==> src/rtl/zero_crossing_detector.sv <==
// Registered first difference, hysteresis crossing pulses and windowed crossing count; latency 1 cycle.
// No backpressure: every cycle with sample_en=1 is consumed, and all state holds while sample_en=0.
module zero_crossing_detector #(
    parameter int WIDTH       = 4,
    parameter int HYST        = 1,
    parameter int WINDOW      = 1024,
    parameter int COUNT_WIDTH = 8
) (
    input  logic                   clk,
    input  logic                   rst,
    input  logic                   sample_en,
    input  logic [WIDTH-1:0]       current_value,
    input  logic [WIDTH-1:0]       previous_value,
    output logic [WIDTH:0]         delta,
    output logic                   delta_valid,
    output logic                   rising,
    output logic                   falling,
    output logic [COUNT_WIDTH-1:0] crossings,
    output logic                   crossings_valid,
    output logic                   saturated
);

    localparam int CW = $clog2(WINDOW);
    localparam logic [CW-1:0] WIN_LAST = CW'(WINDOW - 1);
    localparam logic signed [WIDTH:0] HI = (WIDTH+1)'(HYST);
    localparam logic signed [WIDTH:0] LO = (WIDTH+1)'(-HYST);

    typedef enum logic [1:0] {
        S_UNKNOWN = 2'd0,
        S_POS     = 2'd1,
        S_NEG     = 2'd2
    } sign_t;

    sign_t state, state_nxt;
    logic  rise_nxt, fall_nxt;

    logic signed [WIDTH:0] cur_ext, prev_ext, diff;
    logic                  above, below;

    logic [CW-1:0]          win;
    logic [COUNT_WIDTH-1:0] acc, acc_nxt;
    logic                   ovf, ovf_nxt;
    logic                   crossing, acc_max, win_end;

    // Sign extension to WIDTH+1 keeps the difference free of overflow.
    assign cur_ext  = {current_value[WIDTH-1], current_value};
    assign prev_ext = {previous_value[WIDTH-1], previous_value};
    assign diff     = cur_ext - prev_ext;
    assign above    = (cur_ext >= HI);
    assign below    = (cur_ext <= LO);

    always_ff @(posedge clk) begin
        if (rst) begin
            state <= S_UNKNOWN;
        end else begin
            state <= state_nxt;
        end
    end

    always_comb begin
        state_nxt = state;
        rise_nxt  = 1'b0;
        fall_nxt  = 1'b0;
        if (sample_en) begin
            case (state)
                S_UNKNOWN: begin
                    if (above) begin
                        state_nxt = S_POS;
                    end else if (below) begin
                        state_nxt = S_NEG;
                    end
                end
                S_POS: begin
                    if (below) begin
                        state_nxt = S_NEG;
                        fall_nxt  = 1'b1;
                    end
                end
                S_NEG: begin
                    if (above) begin
                        state_nxt = S_POS;
                        rise_nxt  = 1'b1;
                    end
                end
                default: state_nxt = S_UNKNOWN;
            endcase
        end
    end

    // Saturating accumulate; an increment attempted at the maximum marks overflow.
    always_comb begin
        crossing = rise_nxt | fall_nxt;
        acc_max  = &acc;
        acc_nxt  = acc;
        ovf_nxt  = ovf;
        if (crossing) begin
            if (acc_max) begin
                ovf_nxt = 1'b1;
            end else begin
                acc_nxt = acc + 1'b1;
            end
        end
        win_end = (win == WIN_LAST);
    end

    always_ff @(posedge clk) begin
        if (rst) begin
            delta           <= '0;
            delta_valid     <= 1'b0;
            rising          <= 1'b0;
            falling         <= 1'b0;
            crossings       <= '0;
            crossings_valid <= 1'b0;
            saturated       <= 1'b0;
            win             <= '0;
            acc             <= '0;
            ovf             <= 1'b0;
        end else begin
            delta_valid     <= sample_en;
            rising          <= rise_nxt;
            falling         <= fall_nxt;
            crossings_valid <= 1'b0;
            if (sample_en) begin
                delta <= diff;
                if (win_end) begin
                    crossings       <= acc_nxt;
                    saturated       <= ovf_nxt;
                    crossings_valid <= 1'b1;
                    acc             <= '0;
                    ovf             <= 1'b0;
                    win             <= '0;
                end else begin
                    acc <= acc_nxt;
                    ovf <= ovf_nxt;
                    win <= win + 1'b1;
                end
            end
        end
    end

endmodule

==> config.mk <==
export PLATFORM = sky130hd
export DESIGN_NAME = zero_crossing_detector
export DESIGN_NICKNAME = d
export VERILOG_FILES = /design/src/rtl/zero_crossing_detector.sv
export SDC_FILE = /design/constraint.sdc
export NUM_CORES = 1
export LEC_CHECK = 0
export ABC_AREA = 1
export BUFFER_PORTS_ARGS = -buffer_cell sky130_fd_sc_hd__buf_2
export CELL_PAD_IN_SITES_DETAIL_PLACEMENT = 2
export CELL_PAD_IN_SITES_GLOBAL_PLACEMENT = 2
export CORE_UTILIZATION = 32
export CTS_BUF_LIST = sky130_fd_sc_hd__clkbuf_4 sky130_fd_sc_hd__clkbuf_8 sky130_fd_sc_hd__clkbuf_16
export DETAILED_ROUTE_END_ITERATION = 7
export GPL_TIMING_DRIVEN = 0
export HOLD_SLACK_MARGIN = 0.02
export MAX_ROUTING_LAYER = met4
export PLACE_DENSITY_LB_ADDON = 0.1
export RECOVER_POWER = 25
export SYNTH_ARGS = -nofsm -noshare
export SYNTH_HDL_FRONTEND = slang
export SYNTH_SLANG_ARGS = --single-unit
==> constraint.sdc <==
create_clock -name clk -period 1.8 [get_ports clk]
set_clock_uncertainty 0.1 [all_clocks]
set_input_delay 0.54 -clock clk [delete_from_list [all_inputs] [get_ports clk]]
set_output_delay 0.54 -clock clk [all_outputs]
set_load 0.03 [all_outputs]
== Yosys cells after proc, flatten, opt, wreduce, memory -nomap -nowiden ==
Cells that the tools add are included.

* Flip-flop bits (word level): 39
* Output and inout port bits: 18
* Word-level logic and storage cells: 45

* Add/subtract/negate cells: 3
* $lt $le $gt $ge: 2
* Eq/ne operators: 4
* Mux-type cells: 18
* Bitwise operators: 2
* Reduce and logical (&&, ||, !) cells: 5

{| class="wikitable"
|+ Operators by type and width
! kind !! number
|-
| 8-bit 2-to-1 mux || 3
|-
| 10-bit by 1-bit adder with 10-bit output, second input constant || 1
|-
| 10-bit == test, second input constant || 1
|-
| 1-bit 2-to-1 mux || 10
|-
| 10-bit 2-to-1 mux || 1
|-
| 8-bit by 1-bit adder with 8-bit output, second input constant || 1
|-
| 8-bit AND reduction || 1
|-
| 2-bit 2-to-1 mux || 3
|-
| 2-bit case mux with 3 select lines || 1
|-
| 4-bit by 4-bit subtractor with 5-bit output || 1
|-
| 4-bit by 2-bit >= comparator with 1-bit output, second input constant || 1
|-
| 4-bit by 1-bit less-or-equal comparator with 1-bit output, second input constant || 1
|-
| 2-bit AND reduction || 2
|-
| 2-bit by 1-bit == test with 1-bit output, second input constant || 1
|-
| 2-bit == test, second input constant || 1
|-
| 2-bit zero test || 1
|-
| 2-bit inequality test, second input constant || 1
|-
| 2-bit OR reduction || 1
|-
| 1-bit NOT || 1
|-
| 1-bit bitwise OR || 1
|}

== Longest topological paths before layout ==
Gate-level depths: netlist of run 1.

* Depth after elaboration: 7
* Mapped depth: 10

== Worst setup path before layout of run 1 ==
Ideal clock, no wire load.

* Path type: input-to-reg
* Start point: in current_value[0]
* End point: reg delta[4]
* Library setup time: 0.122 ns
* Arrival: 1.478 ns
* Required time: 1.578 ns
* Path slack: 0.101 ns
* Stages on the path: 7
* Path through: inv_1 > ha_1 > fa_1 > inv_1 > a211oi_1 > o21ai_0 > a21oi_1

* Longest elaborated chain between the ends: 1

{| class="wikitable"
|+ Ends and longest elaborated chain
! item !! RTL line !! text
|-
| start, declared || 12 || <nowiki>input logic [WIDTH-1:0] current_value,</nowiki>
|-
| 4-bit by 4-bit subtractor with 5-bit output || 48 || <nowiki>assign diff = cur_ext - prev_ext;</nowiki>
|-
| end signal, assigned || 124 || <nowiki>delta <= diff;</nowiki>
|-
| end, declared || 14 || <nowiki>output logic [WIDTH:0] delta,</nowiki>
|}

Every way passes these cells.
A chain may end at the register's enable or synchronous reset.

== Worst setup path in the final report of run 1 ==
Ends and elaborated chain as after synthesis.

==> results of run 1 <==
==> repair_timing <==
item	4_1_cts	5_1_grt
setup endpoints to repair	0	8
hold buffers	0	0
resized for setup	0	3
==> state kept, by name (all words and copies together) (netlist names), 2 cells and up <==
signal and cells:
state 2, acc 8, delta 5, win 10
crossings 8
==> per-stage QoR <==
stage          setup TNS (ns)  worst slack (ns)  utilization (%)  total power (W)
3_5_place_dp           -0.424            -0.169             37.7          0.00113
3_3_place_gp           -0.170            -0.134             37.7          0.00112
4_1_cts                     0            0.0794             39.7          0.00191
5_1_grt                     0            0.0361             39.5          0.00196
6_report                    0             0.133             39.5          0.00187
2_1_floorplan               0             0.101                -          0.00106
==> where the power goes <==
| part | total [W] | internal [W] | leakage (nW) | switching (W) |
|---|---|---|---|---|
| clock | 0.000777 | 0.000449 | 0.0612 | 0.000328 |
| combinational | 0.000199 | 0.0000669 | 0.729 | 0.000132 |
| sequential | 0.000899 | 0.000883 | 0.317 | 0.0000162 |
| total | 0.00187 | 0.00140 | 1.11 | 0.000476 |
==> worst register-to-register path, delay by kind of cell (launching register included) <==
family                   cells  cell delay, ns
AO/OA/AOI/OAI                1            0.08
adder cells (fa/ha/maj)      1            0.23
buffers and inverters        2            0.22
flip-flops                   1            0.37
AND/OR/NAND/NOR              5            0.53
==> metal layers <==
metal	track usage (%)	wire length [um]	vias up
li1	-	-	978
met1	22.5	2680	949
met2	35.5	2880	23
met3	4.18	141	4
met4	4.56	44	0
met5	-	0	-
==> worst max path at each step <==
| stage | from | to | slack, ns | cells past startpoint |
|---|---|---|---|---|
| 2_1_floorplan | current_value[0] | delta[4] | 0.10 | 7 |
| 3_3_place_gp | current_value[0] | delta[4] | -0.13 | 8 |
| 3_5_place_dp | current_value[0] | delta[4] | -0.17 | 8 |
| 4_1_cts | acc[0] | acc[1] | 0.08 | 10 |
| 5_1_grt | current_value[0] | delta[4] | 0.04 | 8 |
| 6_report | current_value[0] | delta[4] | 0.13 | 8 |
==> cells by family (layout without fill, tap and decap cells) <==
| logic type | count (synthesis) | count (layout) | synth area share, % |
|---|---|---|---|
| AOI/OAI and AO/OA | 38 | 38 | 11.2 |
| xor gates and xnor gates | 5 | 5 | 2.12 |
| adders and majority gates | 7 | 7 | 4.61 |
| buffers and inverters | 39 | 73 | 9.34 |
| DFF | 39 | 39 | 37.9 |
| and+or+nand+nor | 159 | 159 | 34.8 |
==> cell usage after synthesis <==
master	n
nand2_1	94
dfxtp_1	39
inv_1	28
nand3_1	26
nor2_1	23
a21oi_1	13
o21ai_0	12
a21oi_2	7
ha_1	6
buf_6	3
inv_2	3
nand2_2	3
nand4_1	3
nor2_4	3
xnor2_1	3
clkbuf_8	2
nand2_4	2
nand3_4	2
nor2_2	2
xor2_1	2
a211oi_1	1
a31o_2	1
a31oi_1	1
buf_2	1
clkinv_1	1
fa_1	1
inv_4	1
nor3b_1	1
o211a_1	1
o211ai_1	1
o21ai_1	1
==> area by class of cell <==
class | instances | area [sq um]
multi-input cells | 209 | 1090
repair buffers | 26 | 126
plain buffers | 6 | 56.3
clock inverters | 2 | 35.0
clock buffers | 6 | 82.6
inverters | 33 | 126
flip-flops and latches | 39 | 783
fillers | 741 | 3670
well taps | 75 | 93.8
==> impl_metrics.csv, run 1 <==
group,metric,value,unit
logic_synthesis,synth_top_area_share,37.9,%
clock_tree,numCtsBuffers,5,
worst_setup_path,r2r-end,"saturated",
route,wl_per_cell,14.5,um
sta,final-setup-viol-count,0,
placement,gp_congestion,0.751,
worst_setup_path,critPathBufInv,3,
layout,drive_above_1_share,19.0,%
placement,placed_cell_area,2290,sq um
clock_tree,postCtsSetupBuffers,0,
clock_tree,insertion_delay,0.30,ns
sta,fin_crit_sh,92.6,%
sta,min_period,1.67,ns
layout,final_common_cell,"nand2_1",
route,vias,1954,
floorplan,core-area,6060,sq um
logic_synthesis,synth.distinct_cells,31,
worst_hold_path,hold_path_end,"crossings[1]",
floorplan,fp-row-count,28,
grt,grt_max_degree,13,
pwr,vdd.ir_drop.worst,364,uV
clock_tree,htree_levels,2,
floorplan,die_y,82.3,um
logic_synthesis,synth_area,2060,sq um
placement,dp.final_hpwl,4.29,mm
logic_synthesis,ys_warn_count,0,
route,vias_per_cell,4.93,
layout,instances_no_fill,396,
sta,maxSlewHeadroom,65.7,%
route,drt-pass1-iter-count,4,
pwr,powerDensity,783,nW/um^2
worst_hold_path,whs_path_depth,2,
route,drc,0,
worst_setup_path,worst_path_most_repeated_cell,"inv_1",
worst_setup_path,end_kind,"flip-flop",
sta,hold_violations,0,
worst_hold_path,hp-start,"crossings[1]",
placement,dp_cells,388,
worst_setup_path,crit_arrival,1.75,ns
layout,postLayoutCellArea,2390,sq um
worst_setup_path,r2r_slack,0.16,ns
logic_synthesis,syn-instance-count,287,
layout,fin_nets,338,
sta,tightest_slew,0.514,ns
floorplan,die_w,82.3,um
grt,grt_usage,19.8,%
grt,gr-total-overflow,0,
logic_synthesis,avgSynthCellArea,7.18,sq um
worst_setup_path,start_kind,"input port",
sta,slew_violations,0,
logic_synthesis,synthesis.nets,305,
job,cap_viol_max_count,0,
clock_tree,cts_buffer_depth,2,
pwr,p_leak,1.11,nW
worst_setup_path,timing.rr.start,"win[1]",
worst_setup_path,cp_max_fo,2,
worst_setup_path,cp_slowest_stage_delay,0.41,ns
layout,area_growth_syn_to_layout,16.0,%
worst_setup_path,critPathSlowestCell,"fa_1",
sta,fmax,0.600,GHz
worst_setup_path,reg2regPathDepth,9,
outcome,outcome,"finished, final reports clean",
placement,place.port_buffers,26,
grt,antenna_found_initial,0,
logic_synthesis,synth.area.top_cells,"dfxtp_1 (38%), nand2_1 (17%), nand3_1 (6.3%), inv_1 (5.1%), nor2_1 (4.2%)",
sta,rsz0062_at_grt,"no",
grt,grt_pass1_wl,9.77,mm
floorplan,start_util,34.0,%
clock_tree,cts_tree,"done",
route,ant_nets,0,
logic_synthesis,synth_seq_cells,39,
route,first_iter_violations,81,
floorplan,dieArea,6770,sq um
clock_tree,cts.sinks,39,
logic_synthesis,ys_seq_area_share,37.9,%
sta,holdWs,0.353,ns
route,wirelength,5.74,mm
layout,layout_common_cells,"nand2_1 (95), dfxtp_1 (37), inv_1 (28), nand3_1 (26), buf_2 (24)",
layout,n_antenna_cell,0,
floorplan,ios,29,
clock_tree,cts-root-buf,"clkbuf_8",
worst_setup_path,required,1.89,ns
worst_setup_path,cpLargestDelayFamily,"adder cells",
worst_setup_path,path_cells,"buf_2 -> inv_1 -> ha_1 -> fa_1 -> inv_1 -> a211oi_1 -> o21ai_0 -> a21oi_1",
clock_tree,clk_pin_slew,0.09,ns
worst_hold_path,hold_path_class,"reg2reg",
logic_synthesis,synth_top_area_cell,"dfxtp_1",
worst_setup_path,crit_type,"in2reg",
grt,grt_pass1_vias,2052,
(Power assumes the default switching activity.)
==> inputs of run 2 (changes only) <==
Settings changed: ABC_AREA 1 to default, CORE_UTILIZATION 32 to 34, CTS_BUF_LIST sky130_fd_sc_hd__clkbuf_4 sky130_fd_sc_hd__clkbuf_8 sky130_fd_sc_hd__clkbuf_16 to sky130_fd_sc_hd__clkbuf_8 sky130_fd_sc_hd__clkbuf_16.
==> impl_metrics.csv, run 2 <==
group,metric,value,unit
pwr,sequentialPowerShare,44.5,%
sta,slew_violations,0,
sta,min_period,1.79,ns
grt,grt_max_degree,14,
layout,largest_reg_flops,10,
route,first_iter_violations,87,
sta,hold_violations,0,
worst_setup_path,end_kind,"flip-flop",
layout,postLayoutCellArea,2610,sq um
pwr,powerDensity,769,nW/um^2
grt,grt_pass1_vias,1960,
logic_synthesis,synth_seq_cells,39,
layout,reg_top3,"win (10), acc (8), crossings (8)",
pwr,swShare,24.7,%
logic_synthesis,synth.distinct_cells,45,
layout,multi_input_area,1260,sq um
grt,grt_usage,22.4,%
logic_synthesis,synth_flop_cell,"dfxtp_1",
clock_tree,cts_buffer_depth,2,
worst_setup_path,path_cells,"buf_2 -> nand4bb_4 -> o21a_4 -> buf_8 -> or4_4 -> a21oi_2",
route,vias_per_cell,5.71,
placement,place.port_buffers,27,
logic_synthesis,async_flop_share,0,%
logic_synthesis,ys_warn_count,0,
pwr,p_int,0.00151,W
pwr,power.total,0.00201,W
logic_synthesis,synth_area,1940,sq um
route,drt-pass1-iter-count,4,
logic_synthesis,synthesis.nets,240,
worst_setup_path,cp_max_fo,10,
outcome,outcome,"finished, final reports clean",
floorplan,dieArea,6000,sq um
sta,rsz0062_at_grt,"yes",
sta,fin_crit_sh,99.2,%
clock_tree,cts-root-buf,"clkbuf_8",
pwr,comb_power_share,10.1,%
floorplan,fp-row-count,27,
logic_synthesis,avgSynthCellArea,8.72,sq um
sta,final-setup-viol-count,0,
grt,grt_pass1_wl,10.1,mm
floorplan,core-area,5510,sq um
logic_synthesis,yosysMostFrequentCell,"dfxtp_1",
worst_setup_path,required,1.94,ns
layout,largest_register,"win",
logic_synthesis,synth_top_area_cell,"dfxtp_1",
pwr,vdd.ir_drop.worst,358,uV
sta,fmax,0.560,GHz
layout,area_growth_syn_to_layout,34.9,%
clock_tree,clk_pin_slew,0.09,ns
clock_tree,insertion_delay,0.31,ns
route,vias,1929,
pwr,power_frac_clock,45.4,%
route,ant_nets,0,
floorplan,start_util,35.2,%
layout,drive_above_1_share,34.2,%
layout,fill_cells,635,
floorplan,ios,29,
worst_setup_path,critPathSlowestCell,"or4_4",
route,wl_per_cell,19.1,um
worst_setup_path,crit_arrival,1.93,ns
worst_hold_path,hold_path_class,"reg2reg",
layout,layout_common_cells,"dfxtp_1 (31), buf_2 (27), nand2_1 (21), nor2_1 (16), nand3_1 (12)",
logic_synthesis,ys_seq_area_share,40.3,%
placement,gp_congestion,0.831,
clock_tree,numCtsBuffers,5,
clock_tree,cts_tree,"done",
job,cap_viol_max_count,0,
route,drc,0,
logic_synthesis,synth_top_area_share,40.3,%
clock_tree,ctsHoldBuffers,0,
worst_setup_path,start_kind,"input port",
layout,fin_nets,283,
placement,placed_cell_area,2160,sq um
worst_setup_path,cp_slowest_stage_delay,0.51,ns
logic_synthesis,synth-edff-count,0,
route,wirelength,6.46,mm
grt,gr-total-overflow,0,
floorplan,die_w,77.5,um
placement,dp.final_hpwl,4.06,mm
pwr,p_sw,0.000496,W
sta,maxSlewHeadroom,61.1,%
layout,regArea,798,sq um
layout,final_common_cell,"dfxtp_1",
logic_synthesis,syn-instance-count,222,
logic_synthesis,synth.area.top_cells,"dfxtp_1 (40%), nand2_1 (4.1%), ha_1 (3.9%), nand3_1 (3.9%), o211ai_1 (3.9%)",
logic_synthesis,synth_common_cells,"dfxtp_1 (39), nand2_1 (21), nor2_1 (17)",
floorplan,die_y,77.5,um
clock_tree,htree_levels,2,
grt,antenna_found_initial,0,
layout,n_antenna_cell,0,
sta,tightest_slew,0.583,ns
pwr,p_leak,0.998,nW
worst_setup_path,crit_type,"in2reg",
clock_tree,cts.sinks,39,
==> run 2: worst max-delay path, delay by kind of cell <==
kind,cells,cell delay [ns]
AO/OA/AOI/OAI,2,0.37
buffers and inverters,2,0.29
AND/OR/NAND/NOR,2,0.72
==> run 2: path summary, 6_finish.rpt <==
path                         start            to  slack [ns]  depth (start not counted)
setup / recovery  current_value[3]        acc[0]        0.01                          6
hold / removal        crossings[4]  crossings[4]        0.36                          2
setup reg to reg          state[0]        acc[0]        0.02                          5
hold reg to reg       crossings[4]  crossings[4]        0.36                          2
==> run 2: per-layer routing <==
layer,vias to the layer above,share of wire [%],GRT usage (%),wire length (um)
li1,918,-,-,-
met1,968,43,26.6,2780
met2,34,53,38.2,3430
met3,9,2.6,4.12,171
met4,0,1.1,6.79,74
met5,-,0,-,0
==> run 2: cells by family after synthesis <==
kind of cell             share of synthesized area [%]
AO/OA/AOI/OAI                                     17.8
XOR/XNOR                                          3.62
adder cells (fa/ha/maj)                           4.91
buffers and inverters                             4.78
flip-flops                                        40.3
multiplexers                                      1.62
AND/OR/NAND/NOR                                   26.9
==> run 2: cell type report <==
| class | count | share of cell area [%] |
|---|---|---|
| Buffer | 10 | 2.54 |
| Clock buffer | 5 | 2.64 |
| Clock inverter | 3 | 2.59 |
| Inverter | 8 | 1.20 |
| Multi-Input combinational cell | 162 | 48.3 |
| Sequential cell | 39 | 30.6 |
| Tap cell | 72 | 3.45 |
| Timing Repair Buffer | 39 | 8.77 |
==> run 2: per-stage QoR <==
| stage | hold WS (ns) | util (%) | setup TNS [ns] | instances | setup WS [ns] |
|---|---|---|---|---|---|
| global route | 0.403 | 47.4 | -0.325 | 338 | -0.0689 |
| detailed placement | 0.345 | 39.2 | -10.88 | 321 | -0.688 |
| CTS | 0.366 | 43.8 | 0 | 329 | 0.00470 |
| finish | 0.360 | 47.4 | 0 | 338 | 0.0138 |
| floorplan | 0.321 | - | 0 | 222 | 0.00652 |
| global placement | 0.330 | 39.2 | -11.01 | 321 | -0.680 |
==> run 2: power by group through the flow <==
stage / sequential (W) / combinational [W] / clock [W]
floorplan: 0.000935 / 0.0000923 / 0
global placement: 0.000913 / 0.000172 / 0
detailed placement: 0.000915 / 0.000175 / 0
CTS: 0.000894 / 0.000185 / 0.000926
global route: 0.000896 / 0.000222 / 0.000953
finish: 0.000894 / 0.000203 / 0.000911
==> run 2: timing repair <==
item                       CTS  global route
setup endpoints to repair   17            26
resized for setup           26            34
buffers inserted             3             9
pin swaps                    4             9
